===== src/rtl/vga_background_multi.sv =====
// vga_background_multi
//   Multi-segment scanline background generator. NUM_SEGMENTS packed pattern
//   words of WORD_W bits (BPP bits per logical pixel) are played out in order
//   across the active line. Each segment has its own horizontal stretch.
//   Every segment has a pattern register and a working shift register.
//   Working registers reload from the patterns whenever the display is
//   inactive, so each line restarts from the loaded pattern.
//
//   Optional feature, macro VGA_BG_SHADOW_EN: when defined, loads go to
//   staging registers. All staging registers copy into the patterns on the
//   rising edge of v_active, which makes pattern changes frame-atomic.
//
// Ports
//   clk            : clock
//   reset          : synchronous, active-high reset
//   h_active       : horizontal active region
//   v_active       : vertical active region
//   bg_pixels      : pattern word to load
//   bg_load        : load strobe
//   bg_load_sel    : target segment of a load (out-of-range loads are ignored)
//   bg_size        : packed per-segment stretch, clocks per pixel = value+1
//   bg_color_index : registered colour index
//   bg_seg_index   : registered segment index of the current output pixel
module vga_background_multi #(
  parameter int unsigned NUM_SEGMENTS = 2,
  parameter int unsigned BPP          = 2,
  parameter int unsigned WORD_W       = 32,
  parameter int unsigned SIZE_W       = 6,
  parameter int unsigned SEG_W        = (NUM_SEGMENTS > 1) ? $clog2(NUM_SEGMENTS) : 1
) (
  input  logic                           clk,
  input  logic                           reset,
  input  logic                           h_active,
  input  logic                           v_active,
  input  logic [WORD_W-1:0]              bg_pixels,
  input  logic                           bg_load,
  input  logic [SEG_W-1:0]               bg_load_sel,
  input  logic [NUM_SEGMENTS*SIZE_W-1:0] bg_size,
  output logic [BPP-1:0]                 bg_color_index,
  output logic [SEG_W-1:0]               bg_seg_index
);

  localparam int unsigned PPS    = WORD_W / BPP;
  localparam int unsigned LPIX_W = (PPS > 1) ? $clog2(PPS) : 1;

  logic [WORD_W-1:0] pattern_q [NUM_SEGMENTS];
  logic [WORD_W-1:0] pattern_d [NUM_SEGMENTS];
  logic [WORD_W-1:0] working_q [NUM_SEGMENTS];
  logic [WORD_W-1:0] working_d [NUM_SEGMENTS];
`ifdef VGA_BG_SHADOW_EN
  logic [WORD_W-1:0] staging_q [NUM_SEGMENTS];
  logic [WORD_W-1:0] staging_d [NUM_SEGMENTS];
  logic              v_active_d_q;
`endif
  logic [SIZE_W-1:0] pix_cnt_q,  pix_cnt_d;
  logic [LPIX_W-1:0] lpix_cnt_q, lpix_cnt_d;
  logic [SEG_W-1:0]  seg_q,      seg_d;
  logic [BPP-1:0]    color_q,    color_d;
  logic [SEG_W-1:0]  seg_idx_q,  seg_idx_d;

  logic              active;
  logic              last;
  logic [SIZE_W-1:0] cur_size;
  logic [WORD_W-1:0] cur_word;

  // Current segment's stretch and working word, selected by a compare loop
  // so a non-power-of-two segment count never indexes out of range.
  always_comb begin
    active   = h_active & v_active;
    cur_size = '0;
    cur_word = '0;
    for (int unsigned k = 0; k < NUM_SEGMENTS; k++) begin
      if (seg_q == SEG_W'(k)) begin
        cur_size = bg_size[k*SIZE_W +: SIZE_W];
        cur_word = working_q[k];
      end
    end
    last = (pix_cnt_q == cur_size);
  end

  // Pattern / staging / working registers
  always_comb begin
    pattern_d = pattern_q;
    working_d = working_q;
`ifdef VGA_BG_SHADOW_EN
    staging_d = staging_q;
    // Copy uses the old staging contents; a load in this cycle waits a frame.
    if (v_active && !v_active_d_q) begin
      pattern_d = staging_q;
    end
    for (int unsigned k = 0; k < NUM_SEGMENTS; k++) begin
      if (bg_load && (bg_load_sel == SEG_W'(k))) begin
        staging_d[k] = bg_pixels;
      end
    end
`else
    for (int unsigned k = 0; k < NUM_SEGMENTS; k++) begin
      if (bg_load && (bg_load_sel == SEG_W'(k))) begin
        pattern_d[k] = bg_pixels;
      end
    end
`endif
    if (!active) begin
      working_d = pattern_q;
    end else if (last) begin
      for (int unsigned k = 0; k < NUM_SEGMENTS; k++) begin
        if (seg_q == SEG_W'(k)) begin
          // Rotate left by BPP; shift form stays valid when BPP == WORD_W.
          working_d[k] = (working_q[k] << BPP) | (working_q[k] >> (WORD_W - BPP));
        end
      end
    end
  end

  // Pixel / logical-pixel / segment counters
  always_comb begin
    pix_cnt_d  = pix_cnt_q;
    lpix_cnt_d = lpix_cnt_q;
    seg_d      = seg_q;
    if (!active) begin
      pix_cnt_d  = '0;
      lpix_cnt_d = '0;
      seg_d      = '0;
    end else if (!last) begin
      pix_cnt_d = pix_cnt_q + 1'b1;
    end else begin
      pix_cnt_d = '0;
      if (lpix_cnt_q == LPIX_W'(PPS - 1)) begin
        lpix_cnt_d = '0;
        seg_d      = (seg_q == SEG_W'(NUM_SEGMENTS - 1)) ? '0 : seg_q + 1'b1;
      end else begin
        lpix_cnt_d = lpix_cnt_q + 1'b1;
      end
    end
  end

  // Registered outputs
  always_comb begin
    color_d   = active ? cur_word[WORD_W-1 -: BPP] : '0;
    seg_idx_d = active ? seg_q : '0;
  end

  always_ff @(posedge clk) begin
    if (reset) begin
      pattern_q    <= '{default: '0};
      working_q    <= '{default: '0};
`ifdef VGA_BG_SHADOW_EN
      staging_q    <= '{default: '0};
      v_active_d_q <= 1'b0;
`endif
      pix_cnt_q    <= '0;
      lpix_cnt_q   <= '0;
      seg_q        <= '0;
      color_q      <= '0;
      seg_idx_q    <= '0;
    end else begin
      pattern_q    <= pattern_d;
      working_q    <= working_d;
`ifdef VGA_BG_SHADOW_EN
      staging_q    <= staging_d;
      v_active_d_q <= v_active;
`endif
      pix_cnt_q    <= pix_cnt_d;
      lpix_cnt_q   <= lpix_cnt_d;
      seg_q        <= seg_d;
      color_q      <= color_d;
      seg_idx_q    <= seg_idx_d;
    end
  end

  assign bg_color_index = color_q;
  assign bg_seg_index   = seg_idx_q;

endmodule


===== config.mk =====
export PLATFORM = sky130hd
export DESIGN_NAME = vga_background_multi
export DESIGN_NICKNAME = d
export VERILOG_FILES = /design/src/rtl/vga_background_multi.sv
export SDC_FILE = /design/constraint.sdc
export NUM_CORES = 1
export LEC_CHECK = 0
export ABC_AREA = 1
export CAP_MARGIN = 30
export CORE_MARGIN = 2
export CORE_UTILIZATION = 62
export CTS_CLUSTER_SIZE = 20
export DETAILED_ROUTE_END_ITERATION = 8
export PLACE_DENSITY = 0.88
export SLEW_MARGIN = 20
export SYNTH_ARGS = -nofsm -noshare
export SYNTH_HDL_FRONTEND = slang
export SYNTH_SLANG_ARGS = --single-unit

===== constraint.sdc =====
create_clock -name clk -period 4.9 [get_ports clk]
set_input_delay 0.49 -clock clk [delete_from_list [all_inputs] [get_ports clk]]
set_output_delay 0.49 -clock clk [all_outputs]
set_load 0.01 [all_outputs]

# --- Yosys cells after proc, flatten, opt, wreduce, memory -nomap -nowiden ---
# Index checks and enable logic that the tools add are counted.
totals:
  mem_count: 0
  output_inout_bits: 3
  mem_bits_rw: 0
  ff_bits: 142
  rom_bits: 0
  latchBits: 0
classes:
  n_shift: 0
  div_mod_pow: 0
  muxes: 8
  bitwise: 5
  n_mul: 0
  n_lt_le_gt_ge: 0
  n_addsub: 3
  n_reduce_logical: 7
  eq_ne: 5
ops:
  columns: ["op", "count"]
  rows:
  - ["$mux 64", 2]
  - ["$mux 32", 3]
  - ["$or 32x2->32", 2]
  - ["$add 6x1->6 const B", 1]
  - ["$eq 6x6->1", 1]
  - ["$mux 6", 1]
  - ["$reduce_and 2->1", 3]
  - ["$add 4x1->4 const B", 1]
  - ["$eq 4x4->1 const B", 1]
  - ["$mux 4", 1]
  - ["$ne 2x2->1 const B", 2]
  - ["$reduce_or 3->1", 1]
  - ["$logic_and 1x1->1", 2]
  - ["$ne 2x1->1 const B", 1]
  - ["$not 1->1", 2]
  - ["$reduce_or 2->1", 1]
  - ["$add 1x1->1 const B", 1]
  - ["$and 1x1->1", 1]
  - ["$mux 1", 1]

# --- Longest topological paths before layout ---
# Gate-level depths: netlist of run 1.
logic_depth:
  ltp_word: 4
  ltp_mapped: 14
  depth_no_buf: 11

# --- Worst setup path before layout of run 1 ---
# OpenSTA, ideal clock, no wires.
synth_timing:
  path_kind: "input port to flip-flop"
  start: "input port h_active"
  end: "register working_q[43] (netlist name)"
  arrival_ps: 1509
  cell_stages: 7
  required_time_ps: 4787
  setup_slack_ps: 3278
  path_cell_list: "nand2_1 > buf_2 > buf_2 > mux2i_1 > nand3_1 > nand2_1 > nor2_1"
synth_between:
  elab_chain_len: 3
  elab_cells_between_ends: 5
synth_lines:
  columns: ["item", "line", "text"]
  rows:
  - ["from (decl)", "33", "input logic h_active,"]
  - ["$and 1x1->1 *", "69", "active = h_active & v_active;"]
  - ["$ne 2x1->1 (no source line) or $ne 2x2->1 (tied branches)", null, null]
  - ["$reduce_and 2->1 (no source line)", null, null]
  - ["to (signal assigned)", "158", "working_q <= working_d;"]
  - ["to (decl)", "48", "logic [WORD_W-1:0] working_q [NUM_SEGMENTS];"]
# Mark *: on every way between the ends. The rest lies on a longest branch, timed or not.
# A chain may end at the register's enable or synchronous reset.

# --- Worst setup path in the final report of run 1 ---
layout_timing:
  start: "register seg_q"
  end: "register working_q[58] (netlist name)"
layout_between:
  elab_chain_len: 4
  elab_cells_between_ends: 5
layout_lines:
  columns: ["item", "line", "text"]
  rows:
  - ["from (decl)", "57", "logic [SEG_W-1:0] seg_q, seg_d;"]
  - ["from (signal assigned)", "165", "seg_q <= seg_d;"]
  - ["$mux 6", "73", "if (seg_q == SEG_W'(k)) begin"]
  - ["$eq 6x6->1", "78", "last = (pix_cnt_q == cur_size);"]
  - ["$ne 2x1->1 (no source line)", null, null]
  - ["$reduce_and 2->1 (no source line) *", null, null]
# Marks and branches as above.

==> metrics list, run 1 <==
* Status: finished clean
- In this run the register-to-register setup slack is 2.29 ns.
- Once detail routing completed, the nets flagged for antenna violations numbered 0.
- In this run the static leakage power is 0.00359 µW.
- Number of optimization iterations in the first detailed-route pass: 7
* Fin cells: 1036
- The number of slew-limit violations in the final report is 0.
- Post-CTS resize count: 0
- For the worst setup path, the data required time is 5.32 ns.
- Across the routed clock network, the largest skew measured is 0.00910 ns.
- The path with the worst hold slack has its endpoint at pattern_q[11].
- Count of final hold-check violations: 0
* CTS tree: built
- TritonCTS Sinks: 142
- The worst setup path is captured at a register.
* Worst VDD drop: 291 µV
- The first global-routing pass estimated 24.1 mm of wire.
* Number of hold buffers added after cts: 0
- IO Pins: 53
- Sequential fraction of the synthesis area: 44.5%
* Synthesis warning total: 0
* Gate count of the mapped netlist: 862
- The worst path needs 2.61 ns of the cycle, external delays included.
* Transition time at the pin with the least slew margin: 0.696 ns
- Setup violations remaining at the end of the flow were counted as 0.
- Synth cell count leaders: sky130_fd_sc_hd__nor2_1 (217), sky130_fd_sc_hd__dfxtp_1 (142), sky130_fd_sc_hd__nand2_1 (126), sky130_fd_sc_hd__o21ai_0 (85), sky130_fd_sc_hd__nand3_1 (83)
* Net count of the mapped netlist: 914
- Summed over all nets, the half-perimeter wirelength after detailed placement is 8.99 mm.
- Cell type of the slowest stage on the worst timing path: sky130_fd_sc_hd__dfxtp_1
- Final Cell Area: 0.00747 mm²
- The startpoint identified for the worst register-to-register timing path is seg_q.
* Clk slew on worst S/H paths: 0.06 ns
- In this run, distinct cell masters in the synthesized netlist total 26.
- Max Freq: 383 MHz
- Post-synthesis area per instance: 7.41 µm²
* FF+latch count, synth: 142
- Port Buffers: 52
- Global-route total usage across every layer: 26.8%
* Post-layout worst setup margin: 2.29 ns
* CTS H-tree depth: 4
- The final layout contains 940 nets.
- Hold Path Stages: 2
- TritonCTS created 17 clock buffers.
* Standard-cell row count: 37
* Buffer count from post-CTS setup fixing: 0
- In the synthesized netlist the async set-or-reset flop fraction comes to 0%.
- The initial utilization of the core area, before any placement, comes to 62.7%.
- Entering global routing, the biggest net connects 76 pins.
* Area of the core: 0.0102 mm²
- Ratio of cells with drive above 1 in the final layout: 8.56%
- Post-place instance area: 0.00689 mm²
- Worst Reg-to-Reg Cells: 11
* Cell type with the highest aggregate area in the netlist: sky130_fd_sc_hd__dfxtp_1
* Crit start category: register
* Final cycle utilization of the critical path: 53.3%
- The cell that appears most often on the critical path is sky130_fd_sc_hd__nand2_1.
- The signal on the critical path passes through inv_4 -> nand2_1 -> nand2_1 -> nand2_1 -> nand2_1 -> nor2_4 -> nand3_4 -> nand2_4 -> nand3_1 -> nand2_1 -> nor2_1.
* Number of vias after detailed routing: 5601
- Slew HR: 53.6%
- Setup total negative slack: 0 ns
- Final hold analysis gives a worst-case slack of 0.458 ns.
- Crit path arrival time: 3.03 ns
* Library cell used as clock root buffer: sky130_fd_sc_hd__clkbuf_8
* Hold Crit Start: pattern_q[11]
- In this run the worst path has a maximum fanout of 64.
- In the post-synthesis netlist, the cell with the most instances is sky130_fd_sc_hd__nor2_1.
- Total standard cell area after synthesis: 0.00639 mm²
- Vias per Instance: 5.41
- Power Dens Cells: 384 mW/mm²
- Routability-driven placement finished with a final weighted congestion of 0.800.
* Vias in the first global route: 5282
- Synth area leaders: sky130_fd_sc_hd__dfxtp_1 (44%), sky130_fd_sc_hd__nor2_1 (13%), sky130_fd_sc_hd__mux2i_1 (7.5%)
- Die H: 106 µm
- CP max stage delay: 0.76 ns
- Number of antenna violations at the first check in global routing: 0
* Post-synthesis to final-layout area growth: 17.0%
- RSZ-0062 raised after global routing: false
- DIE WIDTH: 106 µm
* DRC violation count after routing: 0
* Antenna cells: 0
* Endpoint of the worst register-to-register path: working_q[58]
- Worst-skew pair later-pin latency: 0.53 ns
- The top cell type by area accounts for 44.5% of the synthesized area.
* Critical setup path kind: reg2reg
* Overflow left after global routing: 0
- The min-delay analysis places its worst path in the category reg2reg.
* Max Cap Viol: 0
- Post-synth EDFFs: 0
* Dpl ws: 2.30 ns
* Die footprint: 0.0111 mm²
- In this run the deepest clock path goes through 2 buffers.
- Summed over all layers, the routed wires come to 14.5 mm.
- The number of placed instances, taps included, is 1005.
* Average routed wire per standard cell: 14.0 µm
- Most instantiated flip-flop cell in the synthesis netlist: sky130_fd_sc_hd__dfxtp_1
- The first routing iteration left 339 violations.
placed cells by master (no fill, tap or decap), types with 2 or more instances in the layout:
cell                                n
sky130_fd_sc_hd__dfxtp_1          142
sky130_fd_sc_hd__mux2i_1           48
sky130_fd_sc_hd__nand2_4            4
sky130_fd_sc_hd__nor2_4             3
sky130_fd_sc_hd__a21oi_1           20
sky130_fd_sc_hd__nor2_1           217
sky130_fd_sc_hd__nor3_1             2
sky130_fd_sc_hd__clkinv_2           3
sky130_fd_sc_hd__nand3_2            4
sky130_fd_sc_hd__clkbuf_1           2
sky130_fd_sc_hd__nand4_1            2
sky130_fd_sc_hd__clkbuf_8           3
sky130_fd_sc_hd__clkinvlp_4         2
sky130_fd_sc_hd__nor2_2            21
sky130_fd_sc_hd__clkdlybuf4s50_1   52
sky130_fd_sc_hd__buf_4              5
sky130_fd_sc_hd__nand3_1           83
sky130_fd_sc_hd__o21ai_0           85
sky130_fd_sc_hd__ha_1               2
sky130_fd_sc_hd__inv_1             38
sky130_fd_sc_hd__nand2_1          125
sky130_fd_sc_hd__buf_8              2
sky130_fd_sc_hd__xor2_1             2
sky130_fd_sc_hd__buf_16             2
sky130_fd_sc_hd__clkinv_1           2
sky130_fd_sc_hd__nand2_2            4
sky130_fd_sc_hd__bufinv_16          3
sky130_fd_sc_hd__clkbuf_16         16
flip-flops by register name (all words and copies together) (netlist names):
| name | cells |
|---|---|
| pattern_q | 64 |
| working_q | 64 |
| pix_cnt_q | 6 |
| lpix_cnt_q | 4 |
| bg_color_index | 2 |
| bg_seg_index | 1 |
| seg_q | 1 |
how the worst max path moves through the flow:
stage                     startpoint            end  slack, ns  cells after the start
after global placement      h_active  working_q[15]       2.20                      7
after detailed placement       seg_q  working_q[28]       2.30                     11
final                          seg_q  working_q[58]       2.29                     11
after CTS                      seg_q  working_q[25]       2.29                     11
after global routing           seg_q  working_q[39]       2.04                     11
after floorplan             h_active  working_q[43]       3.28                      7
critical path: cells and delay by family, from the launching register on:
kind	cells	cell delay, ns
simple gates	10	1.51
flops	1	0.76
buf+inv	1	0.20
cell families after synthesis:
group	Yosys count	synth area share (%)
DFF	142	44.5
AOI/OAI and AO/OA	105	8.22
xor gates and xnor gates	3	0.411
adders and majority gates	2	0.392
muxes	48	7.52
and+or+nand+nor	466	31.4
buffers and inverters	96	7.56
stage by stage:
stage,utilization (%),total power [µW]
5_1_grt,73.4,2980
3_3_place_gp,66.8,1590
4_1_cts,73.4,2880
2_1_floorplan,-,1510
3_5_place_dp,67.6,1610
6_report,73.4,2870
final cells by class:
| cell class | count | area (µm²) |
|---|---|---|
| timing repair buffer | 61 | 643 |
| sequential | 142 | 2840 |
| clock buffer | 21 | 449 |
| fill | 737 | 2710 |
| multi-input combinational | 624 | 3070 |
| clock inverter | 10 | 138 |
| inverter | 42 | 160 |
| tap | 136 | 170 |
report_power, final:
part | switching [µW] | total (µW) | internal, µW
registers | 41.3 | 1270 | 1230
logic | 182 | 317 | 135
clock network | 482 | 1280 | 799
total | 705 | 2870 | 2170
per-layer routing:
layer / wire length [µm] / vias to the layer above / global-route usage (%)
met3: 639 / 28 / 5.69
met4: 327 / 0 / 10.4
met2: 7040 / 153 / 44.5
li1: - / 2821 / -
met1: 6520 / 2599 / 34.3
met5: 0 / - / 0
Note: power is estimated with default switching activity, not from simulation.
==> inputs of run 2 (changes only) <==
--- a/config.mk
+++ b/config.mk
@@ -8,10 +8,10 @@
 export ABC_AREA = 1
 export CAP_MARGIN = 30
 export CORE_MARGIN = 2
-export CORE_UTILIZATION = 62
+export CORE_UTILIZATION = 52
 export CTS_CLUSTER_SIZE = 20
 export DETAILED_ROUTE_END_ITERATION = 8
-export PLACE_DENSITY = 0.88
+export PLACE_DENSITY = 0.8
 export SLEW_MARGIN = 20
 export SYNTH_ARGS = -nofsm -noshare
 export SYNTH_HDL_FRONTEND = slang
==> constraint.sdc (replaced) <==
create_clock -name clk -period 2.37 [get_ports clk]
set_input_delay 0.237 -clock clk [delete_from_list [all_inputs] [get_ports clk]]
set_output_delay 0.237 -clock clk [all_outputs]
set_load 0.01 [all_outputs]
==> run 2 against run 1 <==
Setup slack worse by 1.9 ns; fmax rose by 29%; first-iteration DRC count grew 26%; critical endpoint is now working_q[57]; combinational power up 110%; sequential share of layout area down 0.50 points; via count decreased by 0.39%.
==> metrics list, run 2 (synthesis gave the netlist of run 1 again) <==
- Clk slew on worst S/H paths: 0.06 ns
* Vias in the first global route: 5240
- The first routing iteration left 428 violations.
- The die is 115 µm tall.
- Area taken by multi-input logic gates: 0.00307 mm²
- Data required time at the worst endpoint: 2.67 ns
- Fillers: 987
- IO Pins: 53
* Total CTS buffers: 17
- VDD sags by at most 452 µV.
* Overflow left after global routing: 0
- Buffers plus inverters on the worst setup path: 2
* Post-synthesis to final-layout area growth: 18.6%
- The worst path uses 85.7% of the clock period.
* Antenna cells: 0
* Buffer count from post-CTS setup fixing: 0
- Detailed placement ended at an HPWL of 9.00 mm.
* Die footprint: 0.0132 mm²
- The count of nets left with antenna violations once routing finished came out at 0.
- The routed design has 14.9 mm of wire.
- In this run the static leakage power is 0.00364 µW.
* Buffer levels on the longest clock path: 2
- The worst setup path is captured at a register.
* Standard-cell row count: 40
- Status: finished clean
- Crit path arrival time: 2.33 ns
* Power Dens Cells: 808 mW/mm²
- The slowest stage of the critical path is the sky130_fd_sc_hd__dfxtp_2 cell.
* Max Freq: 492 MHz
- Post-place instance area: 0.00695 mm²
- Slew HR: 57.7%
- Across the run, the number of max-cap violations was 0.
* Count of final hold-check violations: 0
* Clk_skew: 0.00956 ns
* Crit start category: register
- Kind of path behind the tightest hold check: in2reg
* Port Buffers: 52
- The finished cells cover 0.00758 mm².
* CP max stage delay: 0.47 ns
- TritonCTS built the clock tree.
* Ratio of cells with drive above 1 in the final layout: 9.27%
- Summing over every cut layer, the via total after detailed routing is 5579.
- The worst path needs 2.03 ns of the cycle, external delays included.
* Post-layout worst setup margin: 0.339 ns
- The number of slew-limit violations in the final report came to 0.
- For the pin with the worst max-slew slack, the measured transition is 0.634 ns.
* Placed insts: 1021
- Gates resized during post-CTS repair numbered 0.
- Global-route total usage across every layer: 23.5%
- DRC violation count after routing: 0
- Number of hold buffers added after cts: 0
- The congestion estimate from routability-driven global placement came to 0.778.
* Area of the core: 0.0120 mm²
* Final-report setup violation count: 0
- The initial utilization of the core area, before any placement, comes to 53.2%.
- The critical path is of the reg2reg type.
* Fin cells: 1053
- Leaving out fill and tap cells, the most frequent cell in the layout is sky130_fd_sc_hd__nor2_1.
- Traced cell by cell, the critical path runs through inv_4 -> nand2_1 -> nand2_1 -> nand2_1 -> nand2_1 -> nor2_4 -> nand3_4 -> nand2_4 -> buf_12 -> nand3_1 -> nand2_1 -> nor2_1.
- For this run, the detailed router's first-pass iteration total came to 5.
* Setup total negative slack: 0 ns
- The setup check on the worst reg-to-reg path leaves a slack of 0.34 ns.
- Setup repair after global routing left no endpoint under its margin.
- Wire length of the first global-routing pass: 24.9 mm
- Delay-heaviest family, CP: simple AND/OR/NAND/NOR gates
* Top library cells by usage in the layout, fill and taps aside: sky130_fd_sc_hd__nor2_1 (217), sky130_fd_sc_hd__dfxtp_1 (141), sky130_fd_sc_hd__nand2_1 (125)
- Measured on the finished design, the core utilization comes to 63.1%.
- Maximum number of pins on one net before global-route repair: 99
- OpenSTA, run right after detailed placement, puts the worst setup slack at 0.218 ns.
- Number of antenna violations at the first check in global routing: 0
- In this run the worst path has a maximum fanout of 28.
- Vias per Instance: 5.30
- The root buffer cell chosen for the clock tree is sky130_fd_sc_hd__clkbuf_16.
- Sequential Area: 0.00284 mm²
- DIE WIDTH: 115 µm
- TritonCTS Sinks: 142
- Average routed wire per standard cell: 14.1 µm
* Cell mode on critical path: sky130_fd_sc_hd__nand2_1
- The later pin in the worst-skew pair is clocked with a latency of 0.41 ns.
* Largest regs: pattern_q x64, working_q x64, pix_cnt_q x6
* CTS H-tree depth: 4
- The final layout contains 945 nets.
run 2: cell count changes in the layout (fill, tap and decap cells not counted):
cell                        before  now
sky130_fd_sc_hd__buf_12          0    5
sky130_fd_sc_hd__buf_4           5    9
sky130_fd_sc_hd__buf_16          2    0
sky130_fd_sc_hd__buf_8           2    0
sky130_fd_sc_hd__clkbuf_8        3    1
sky130_fd_sc_hd__clkinv_2        3    1
sky130_fd_sc_hd__clkinv_4        1    3
sky130_fd_sc_hd__bufinv_16       3    4
sky130_fd_sc_hd__clkbuf_16      16   17
sky130_fd_sc_hd__dfxtp_1       142  141
sky130_fd_sc_hd__dfxtp_2         0    1
sky130_fd_sc_hd__inv_6           1    2
run 2: final timing paths:
check           startpoint             to  cells past startpoint
max reg2reg          seg_q  working_q[57]                     12
max                  seg_q  working_q[57]                     12
min reg2reg  pattern_q[63]  pattern_q[63]                      2
min          bg_pixels[22]  pattern_q[54]                      3
run 2: metal layers:
layer | vias to the layer above | share of wire, % | GRT usage, %
met4 | 0 | 1.9 | 9.16
li1 | 2836 | - | -
met3 | 24 | 5.2 | 3.85
met5 | - | 0 | 0
met1 | 2560 | 47 | 32.6
met2 | 159 | 46 | 36.7
run 2: worst reg2reg max path, stage by stage, from the launching register on:
cell and delay (ns):
sky130_fd_sc_hd__dfxtp_2 0.47, sky130_fd_sc_hd__inv_4 0.13, sky130_fd_sc_hd__nand2_1 0.10, sky130_fd_sc_hd__nand2_1 0.06, sky130_fd_sc_hd__nand2_1 0.05, sky130_fd_sc_hd__nand2_1 0.07, sky130_fd_sc_hd__nor2_4 0.18, sky130_fd_sc_hd__nand3_4 0.15
sky130_fd_sc_hd__nand2_4 0.23, sky130_fd_sc_hd__buf_12 0.22, sky130_fd_sc_hd__nand3_1 0.12, sky130_fd_sc_hd__nand2_1 0.09, sky130_fd_sc_hd__nor2_1 0.06
run 2: through the flow:
| stage | total power, µW | hold slack, ns |
|---|---|---|
| floorplan | 3120 | 0.372 |
| global placement | 3320 | 0.439 |
| detailed placement | 3330 | 0.445 |
| CTS | 6130 | 0.446 |
| global route | 6360 | 0.476 |
| finish | 6120 | 0.446 |
run 2: power breakdown:
group          leakage, µW  total [µW]  switching (µW)  internal (µW)
sequential         0.00117        2630            85.2           2550
clock             0.000301        2820            1020           1800
combinational      0.00216         667             382            285
total              0.00364        6120            1490           4630
run 2: area by class of cell:
cell class	count	area share, %
tap	147	2.43
clock buffer	20	5.89
sequential	142	37.5
inverter	42	2.11
clock inverter	12	2.43
multi-input combinational	624	40.5
timing repair buffer	66	9.08
==> inputs of run 3 (changes only) <==
--- a/config.mk
+++ b/config.mk
@@ -6,12 +6,11 @@
 export NUM_CORES = 1
 export LEC_CHECK = 0
 export ABC_AREA = 1
-export CAP_MARGIN = 30
-export CORE_MARGIN = 2
+export CAP_MARGIN = 5
 export CORE_UTILIZATION = 52
 export CTS_CLUSTER_SIZE = 20
 export DETAILED_ROUTE_END_ITERATION = 8
-export PLACE_DENSITY = 0.8
+export PLACE_DENSITY = 0.76
 export SLEW_MARGIN = 20
 export SYNTH_ARGS = -nofsm -noshare
 export SYNTH_HDL_FRONTEND = slang
==> run 3 against run 2 <==
The run now ends with design-rule violations left; global-route usage increased by 0.60 points; critical path depth is the same; final cell count is 0.28% lower; flip-flop and latch count did not move; die area decreased by 3.5%; clock skew fell by 0.0014 ns; clock-buffer cell count stayed put; critical path type unchanged.
==> metrics list, run 3 (synthesis gave the netlist of run 1 again) <==
* Final net count: 944
- After detailed routing, the number of remaining DRC violations is 1.
- The count of nets left with antenna violations once routing finished came out at 0.
* TritonCTS Sinks: 142
- TritonCTS built the clock tree.
- In this run the critical register-to-register path is captured at working_q[33].
* Post-Route Hold Slack: 0.430 ns
- Overflow left after global routing: 0
- Global route hottest layer: met2
* DIE WIDTH: 113 µm
- Commonest non-fill, non-tap cell in the layout: sky130_fd_sc_hd__nor2_1
* Area of the core: 0.0120 mm²
- The worst hold path begins at bg_pixels[6].
* Fraction of met1 tracks used by global routing: 31.7%
- Vias in the first global route: 5094
- Largest regs: pattern_q x64, working_q x64, pix_cnt_q x6
- Final critical-path required period: 2.07 ns
- In the global route stage, met3 resource usage came out at 5.68%.
* Number of antenna violations at the first check in global routing: 0
- Once the floorplan was initialized, standard cells occupied 53.2% of the core.
- The root buffer cell chosen for the clock tree is sky130_fd_sc_hd__clkbuf_16.
- Total CTS buffers: 17
- Number of hold buffers added after cts: 0
* Crit start category: register
- Internal reg-to-reg setup slack: 0.30 ns
* Largest fanout on the critical path: 26
- Number of vias after detailed routing: 5491
- Final Total Pwr: 6080 µW
- Vias per Instance: 5.23
- CTS H-tree depth: 4
* Die footprint: 0.0127 mm²
- STA classifies the critical path endpoint as a register.
- Worst Reg-to-Reg Cells: 12
- Power Dens Cells: 807 mW/mm²
- Dpl ws: 0.329 ns
- Final-report setup violation count: 0
* Global-route total usage across every layer: 24.1%
* Max Freq: 484 MHz
* Status: finished with violations
* Kind of path behind the tightest hold check: in2reg
- Final cycle utilization of the critical path: 87.1%
- Final Routed Wirelength: 14.5 mm
- The count of final hold-check violations came to 0.
* Fillers: 1075
- Post-layout worst setup margin: 0.305 ns
- Top library cells by usage in the layout, fill and taps aside: sky130_fd_sc_hd__nor2_1 (217), sky130_fd_sc_hd__dfxtp_1 (142), sky130_fd_sc_hd__nand2_1 (125)
- Post-synthesis to final-layout area growth: 17.9%
* Worst VDD drop: 497 µV
- IO Pins: 53
- During placement, the flow inserted port buffers numbering 52.
* Ratio of cells with drive above 1 in the final layout: 8.97%
- Global-route met2 utilization: 38.7%
- Violations in the final reports: design-rule violations
* Hpwl dp: 8.78 mm
- Hold Path Stages: 3
- Count of routing violations after the opening detailed-route iteration: 443
* Buffer count from post-CTS setup fixing: 0
- Transition time at the pin with the least slew margin: 0.692 ns
- From bottom edge to top edge, the die measures 113 µm.
- Clk slew on worst S/H paths: 0.06 ns
* Standard-cell row count: 40
- Setup repair after global routing left no endpoint under its margin.
- At the end of routability-driven placement, the weighted congestion stood at 0.827.
- Max Cap Viol: 0
* Clk_skew: 0.00815 ns
- Summed over all cells, the static leakage comes to 0.00362 µW.
- Slew HR: 53.8%
- The path with the worst hold slack has its endpoint at pattern_q[38].
- The first global-routing pass estimated 24.3 mm of wire.
- Final slew viol count: 0
- Entering global routing, the biggest net connects 129 pins.
- Critical setup path kind: reg2reg
- 0 antenna diodes ended up in the layout.
- Worst-skew pair later-pin latency: 0.42 ns
- The first TritonRoute pass finished after 8 iterations.
- After detailed routing, the average wire length per cell comes to 13.8 µm.
- Buffer levels on the longest clock path: 2
* Crit path arrival time: 2.38 ns
* Post-CTS resize count: 0
- In this run the critical register-to-register path is launched from seg_q.
- After routing, the total negative slack on setup checks comes to 0 ns.
- Data required time at the worst endpoint: 2.68 ns
## run 3: worst max path at each step
| stage | endpoint | depth (start not counted) | startpoint |
|---|---|---|---|
| after floorplan | working_q[32] | 13 | seg_q |
| after global placement | working_q[43] | 11 | bg_size[11] |
| after detailed placement | working_q[5] | 11 | bg_size[11] |
| after CTS | working_q[33] | 12 | seg_q |
| after global routing | working_q[41] | 12 | seg_q |
| final | working_q[33] | 12 | seg_q |
## run 3: layer usage
metal	vias to the layer above	wire length, µm	part of all wire [%]
met1	2535	6700	46
met4	0	226	1.6
met5	-	0	0
met3	22	666	4.6
li1	2823	-	-
met2	111	6880	48
## run 3: worst max-delay path, stage by stage (launching register included)
cell	delay, ns
sky130_fd_sc_hd__dfxtp_1	0.55
sky130_fd_sc_hd__inv_4	0.15
sky130_fd_sc_hd__nand2_1	0.11
sky130_fd_sc_hd__nand2_1	0.05
sky130_fd_sc_hd__nand2_1	0.05
sky130_fd_sc_hd__nand2_1	0.08
sky130_fd_sc_hd__nor2_4	0.16
sky130_fd_sc_hd__nand3_4	0.15
sky130_fd_sc_hd__nand2_4	0.10
sky130_fd_sc_hd__buf_4	0.29
sky130_fd_sc_hd__nand3_1	0.12
sky130_fd_sc_hd__nand2_1	0.09
sky130_fd_sc_hd__nor2_1	0.04
## run 3: stage by stage
| step | std cells | utilization, % | area [µm²] |
|---|---|---|---|
| floorplan | 862 | - | 6390 |
| global placement | 1020 | 57.6 | 6910 |
| detailed placement | 1020 | 57.6 | 6910 |
| CTS | 1050 | 62.7 | 7530 |
| global route | 1050 | 62.7 | 7530 |
| finish | 1050 | 62.7 | 7530 |
## run 3: power breakdown
part / switching, µW / internal (µW)
Sequential: 85.4 / 2550
Clock: 992 / 1810
Combinational: 368 / 281
Total: 1450 / 4640
## run 3: final cells by class
type	count	area, µm²	area share (%)
Clock buffer	20	457	6.06
Clock inverter	10	164	2.18
Inverter	42	160	2.13
Tap cell	147	184	2.44
Multi-Input combinational cell	624	3070	40.8
Timing Repair Buffer	65	656	8.70
Sequential cell	142	2840	37.7
